--- config.mk ---
export PLATFORM = sky130hd
export DESIGN_NAME = fwd_scoreboard
export DESIGN_NICKNAME = d
export VERILOG_FILES = /design/src/rtl/fwd_scoreboard_pkg.sv /design/src/rtl/fwd_scoreboard_match.sv /design/src/rtl/fwd_scoreboard.sv
export SDC_FILE = /design/constraint.sdc
export NUM_CORES = 1
export LEC_CHECK = 0
export ABC_AREA = 0
export CAP_MARGIN = 15
export CORE_AREA = 4 4 128 130
export DETAILED_ROUTE_END_ITERATION = 8
export DIE_AREA = 0 0 132 134
export PLACE_DENSITY_LB_ADDON = 0.15
export SYNTH_ARGS = -nofsm -noshare
export SYNTH_HDL_FRONTEND = slang
export SYNTH_SLANG_ARGS = --single-unit
--- constraint.sdc ---
create_clock -name clk -period 3.75 [get_ports clk]
set_input_delay 0.75 -clock clk [delete_from_list [all_inputs] [get_ports clk]]
set_output_delay 0.75 -clock clk [all_outputs]
set_load 0.03 [all_outputs]
--- src/rtl/fwd_scoreboard_pkg.sv ---
// Shared constants and helpers for the operand-forwarding scoreboard.
package fwd_scoreboard_pkg;

   localparam int DEF_REGAW = 4;
   localparam int DEF_FULLW = 32;
   localparam int DEF_PC_I  = 15;

   // Width of a slot index; a single-slot scoreboard still needs one bit.
   function automatic int idx_width(input int depth);
      return (depth > 1) ? $clog2(depth) : 1;
   endfunction

   // A producer in slot k can forward once it has reached its ready slot.
   function automatic logic slot_ready(input int k, input logic is_load,
                                       input int alu_ready, input int load_ready);
      return (k >= (is_load ? load_ready : alu_ready));
   endfunction

endpackage

--- src/rtl/fwd_scoreboard_match.sv ---
// Priority search of the in-flight slots for one source operand.
module fwd_match
   import fwd_scoreboard_pkg::*;
#(
   parameter int REGAW      = DEF_REGAW,
   parameter int DEPTH      = 3,
   parameter int ALU_READY  = 1,
   parameter int LOAD_READY = 2,
   parameter int PC_IDX     = DEF_PC_I,
   parameter int IDXW       = idx_width(DEPTH)
) (
   input  logic [DEPTH-1:0]       slot_valid,
   input  logic [DEPTH-1:0]       slot_load,
   input  logic [DEPTH*REGAW-1:0] slot_addr,
   input  logic [REGAW-1:0]       src_addr,
   input  logic                   src_used,
   input  logic                   ex_cancel,
   output logic                   hit,
   output logic [IDXW-1:0]        slot_idx,
   output logic                   ready
);

   // Scan oldest to youngest so the youngest match overwrites older ones.
   always_comb begin
      hit      = 1'b0;
      slot_idx = '0;
      ready    = 1'b0;
      for (int k = DEPTH - 1; k >= 0; k--) begin
         if (slot_valid[k] && src_used &&
             (slot_addr[k*REGAW +: REGAW] == src_addr) &&
             (src_addr != REGAW'(PC_IDX)) &&
             !((k == 0) && ex_cancel)) begin
            hit      = 1'b1;
            slot_idx = IDXW'(k);
            ready    = slot_ready(k, slot_load[k], ALU_READY, LOAD_READY);
         end
      end
   end

endmodule

--- src/rtl/fwd_scoreboard.sv ---
// Operand forwarding and load-use interlock for the execute stage.
module fwd_scoreboard
   import fwd_scoreboard_pkg::*;
#(
   parameter int REGAW      = DEF_REGAW,
   parameter int DATAW      = DEF_FULLW,
   parameter int NRD        = 3,
   parameter int DEPTH      = 3,
   parameter int ALU_READY  = 1,
   parameter int LOAD_READY = 2,
   parameter int PC_IDX     = DEF_PC_I
) (
   input  logic                   clk,
   input  logic                   nreset,
   input  logic                   issue_valid,
   input  logic                   issue_kill,
   input  logic                   issue_wr_en,
   input  logic [REGAW-1:0]       issue_wr_addr,
   input  logic                   issue_is_load,
   input  logic [NRD*REGAW-1:0]   src_addr,
   input  logic [NRD-1:0]         src_used,
   input  logic [NRD*DATAW-1:0]   rf_data,
   input  logic [DEPTH*DATAW-1:0] stage_data,
   input  logic                   ex_cancel,
   output logic                   stall,
   output logic [NRD*DATAW-1:0]   op_data,
   output logic [15:0]            stall_count
);

   localparam int IDXW = idx_width(DEPTH);

   logic [DEPTH-1:0]       slot_valid;
   logic [DEPTH-1:0]       slot_load;
   logic [DEPTH*REGAW-1:0] slot_addr;
   logic [NRD-1:0]         hit;
   logic [NRD-1:0]         ready;
   logic [NRD*IDXW-1:0]    slot_idx;
   logic                   any_block;
   logic                   accept;

   for (genvar p = 0; p < NRD; p++) begin : g_port
      fwd_match #(
         .REGAW      (REGAW),
         .DEPTH      (DEPTH),
         .ALU_READY  (ALU_READY),
         .LOAD_READY (LOAD_READY),
         .PC_IDX     (PC_IDX),
         .IDXW       (IDXW)
      ) u_match (
         .slot_valid (slot_valid),
         .slot_load  (slot_load),
         .slot_addr  (slot_addr),
         .src_addr   (src_addr[p*REGAW +: REGAW]),
         .src_used   (src_used[p]),
         .ex_cancel  (ex_cancel),
         .hit        (hit[p]),
         .slot_idx   (slot_idx[p*IDXW +: IDXW]),
         .ready      (ready[p])
      );
   end

   // Stall if any port's youngest producer is not ready; a killed issue never stalls.
   always_comb begin
      any_block = 1'b0;
      for (int p = 0; p < NRD; p++) begin
         if (hit[p] && !ready[p]) any_block = 1'b1;
      end
      stall  = issue_valid & ~issue_kill & any_block;
      accept = issue_valid & ~issue_kill & ~any_block;
   end

   // Operand mux: forwarded slot data on a ready hit, register file otherwise.
   always_comb begin
      op_data = rf_data;
      for (int p = 0; p < NRD; p++) begin
         if (!stall && hit[p] && ready[p]) begin
            for (int k = 0; k < DEPTH; k++) begin
               if (slot_idx[p*IDXW +: IDXW] == IDXW'(k))
                  op_data[p*DATAW +: DATAW] = stage_data[k*DATAW +: DATAW];
            end
         end
      end
   end

   // Slots advance every cycle; a cancelled slot-0 instruction leaves as a dead entry.
   always_ff @(posedge clk or negedge nreset) begin
      if (!nreset) begin
         slot_valid <= '0;
         slot_load  <= '0;
         slot_addr  <= '0;
      end else begin
         slot_valid[0]         <= accept & issue_wr_en;
         slot_load[0]          <= issue_is_load;
         slot_addr[0 +: REGAW] <= issue_wr_addr;
         for (int k = 1; k < DEPTH; k++) begin
            slot_valid[k]             <= slot_valid[k-1] & ~((k == 1) & ex_cancel);
            slot_load[k]              <= slot_load[k-1];
            slot_addr[k*REGAW +: REGAW] <= slot_addr[(k-1)*REGAW +: REGAW];
         end
      end
   end

   // Saturating count of cycles in which issue was held off.
   always_ff @(posedge clk or negedge nreset) begin
      if (!nreset)
         stall_count <= '0;
      else if (stall && (stall_count != 16'hFFFF))
         stall_count <= stall_count + 16'd1;
   end

endmodule

==> metrics.yaml <==
synth_edf_count: 0
place.gp.congestion: 0.923
critPathMaxStageDelay_ns: 0.31
tightest_slew_ns: 0.497
seq_area_frac_synth: 0.182
path_max_fanout: 5
hpwl_mm: 19.0
period_share: 0.982
regArea_um2: 826
met3WireLength_mm: 1.67
synth_cells: 578
cts_buffer_depth: 2
grt_usage: 0.255
comb_power_share: 0.457
fin_skew_ns: 0.00450
status: "finished, final reports clean"
hp-class: "reg -> reg"
clkPwrFrac: 0.298
drt_pass1_iterations: 7
h-tree-depth: 2
antenna_left: 0
yosysUniqueCellTypes: 35
die_x_um: 132
hold_violations: 0
synth.yosys.warnings: 0
grt_pass1_wl_mm: 36.3
maxCapViolCount: 0
nets: 1183
timing.fmax_ghz: 0.272
clockRootBuffer: "clkbuf_16"
slew_viol_final: 0
vias_per_cell: 5.43
die-height_um: 134
dieArea_um2: 17700
synth-async-reset-ratio: 1.00
core_region_area_um2: 15100
p_sw_uw: 491
synthTopCellsByCount: "inv_1, mux2i_1, nand2_1"
synth_top_flop_cell: "dfrtp_1"
ys_ff_latch: 33
syn_area_um2: 4540
antenna_found_initial: 4
crit_chain: "buf_2 -> buf_4 -> xnor2_2 -> nand2_1 -> nor4_2 -> buf_4 -> a21oi_2 -> nor3b_4 -> buf_4 -> buf_12 -> buf_6 -> buf_6 -> mux2_4 -> buf_6"
drt_iter0_drc: 560
wl_per_cell_um: 21.0
power_frac_seq: 0.245
total_power_mw: 1.58
initial_core_util: 0.299
crit_type: "in -> out"
fin_crit_ns: 3.68
p_leak_nw: 4.30
drive_gt1_frac: 0.293
row_count: 45
wl_met1_mm: 9.43
cts_tree: "done"
setup_viol: 0
hold_buffers: 0
grt_pass1_vias: 6346
io_pins: 331
multi_input_area_um2: 3360
rsz0062_at_grt: "yes"
synth_nets: 797
synth.avg_cell_area_um2: 7.85
cts_made_buffers: 5
wl_met2_mm: 12.4
cp.required_ns: 3.00
route.detailed.drc: 0
dpl_cell_area_um2: 8510
vias: 6279
grt.overflow.total: 0
ys_top_cells_by_area: "dfrtp_1, mux2i_1, inv_1"
yosys.area.top_type: "dfrtp_1"
endpoint_kind: "primary output"
start_kind: "primary input"
yosysTopAreaCellShare: 0.182
cts_sinks: 33
grt_start_max_net_pins: 34
fill_cells: 1378
synth_most_common_cell: "inv_1"
io_buffers: 330
swShare: 0.311
clk_latency_ns: 0.27
power.internal_mw: 1.09
syn_to_final_growth_pct: 96.8
slew_headroom: 0.668
cts.clk_slew.worst_paths_ns: 0.05
final_area_um2: 8930
highest_layer: "met4"
crit_arrival_ns: 2.93
ir_drop_mv: 0.361
crit_path_top_delay_cell: "nor3b_4"
p_per_area_nw_per_um2: 177
totalWireLength_mm: 24.3
layer usage:
metal | GRT usage | up-vias
li1 | - | 2892
met1 | 0.308 | 2999
met2 | 0.462 | 339
met3 | 0.0461 | 49
met4 | 0.0764 | 0
met5 | 0 | -
power by group through the flow:
stage | registers [mW] | clock network (mW) | logic, mW
after floorplan | 0.388 | 0 | 0.269
after global placement | 0.389 | 0 | 0.704
after detailed placement | 0.389 | 0 | 0.712
after CTS | 0.384 | 0.477 | 0.711
after global routing | 0.388 | 0.495 | 0.764
final | 0.386 | 0.470 | 0.720
final cells by class:
type | count | share of cell area
timing repair buffer | 422 | 0.444
multi-input combinational | 406 | 0.376
sequential | 33 | 0.0925
inverter | 96 | 0.0404
tap | 188 | 0.0263
clock buffer | 7 | 0.0160
clock inverter | 1 | 0.00336
antenna | 4 | 0.00112
cells in the final DEF (no fill, tap or decap), drive strengths merged, types with 2 or more instances in the layout:
cell	n
clkdlybuf4s50	217
buf	197
inv	96
mux2i	62
nand2	44
a21oi	37
mux2	36
dfrtp	33
o22ai	33
o221ai	32
a222oi	30
xor2	29
xnor2	21
nand4	14
and3	14
nand3	12
clkbuf	11
nor3	10
and2	5
nor2	5
diode	4
a221o	3
and4	3
dlygate4sd2	3
nand2b	3
nand4b	2
nor4	2
o21ai	2
or2	2
flip-flops by register name, summed over array words and instances (netlist names):
signal       cells
slot_addr       12
slot_load        2
slot_valid       3
stall_count     16
final timing paths:
check,startpoint,end,slack (ns),cells past startpoint
min reg2reg,slot_load[0],slot_load[1],0.35,0
min,slot_load[0],slot_load[1],0.35,0
max in group asynchronous,nreset,slot_addr[7],2.57,2
max,src_addr[4],op_data[45],0.07,14
max reg2reg,slot_addr[3],stall_count[1],1.33,10
min in group asynchronous,nreset,stall_count[9],0.87,2
repair_timing:
action / 4_1_cts / 5_1_grt
resized for setup: 191 / 66
setup endpoints to repair: 96 / 87
cloned: 4 / 0
setup buffers: 13 / 4
hold endpoints to repair: 0 / 0
pin swaps: 15 / 16
stage by stage:
step / worst slack [ns] / std cells / util / hold WS [ns] / setup TNS (ns)
after floorplan: 0.293 / 578 / - / 0.331 / 0
after global placement: -0.657 / 1127 / 0.562 / 0.340 / -34.94
after detailed placement: -0.718 / 1127 / 0.562 / 0.340 / -36.90
after CTS: -0.0717 / 1152 / 0.587 / 0.352 / -0.424
after global routing: -0.0306 / 1157 / 0.589 / 0.364 / -0.148
final: 0.0683 / 1157 / 0.589 / 0.349 / 0
logic make-up (layout without fill, tap and decap cells):
kind of cell,Yosys count,after routing,share of synthesized area
AOI/OAI and AO/OA,139,139,0.227
and+or+nand+nor,118,118,0.138
DFF,33,33,0.182
xor gates and xnor gates,50,50,0.0966
other,0,4,0
buffers and inverters,139,526,0.128
adders and majority gates,1,1,0.00276
muxes,98,98,0.226
worst max-delay path: cells and delay by family:
kind / cells / cell delay [ns]
compound gates: 1 / 0.06
buf+inv: 8 / 1.10
xor+xnor: 1 / 0.13
mux: 1 / 0.29
simple gates: 3 / 0.61
Note: power is estimated with default switching activity, not from simulation.
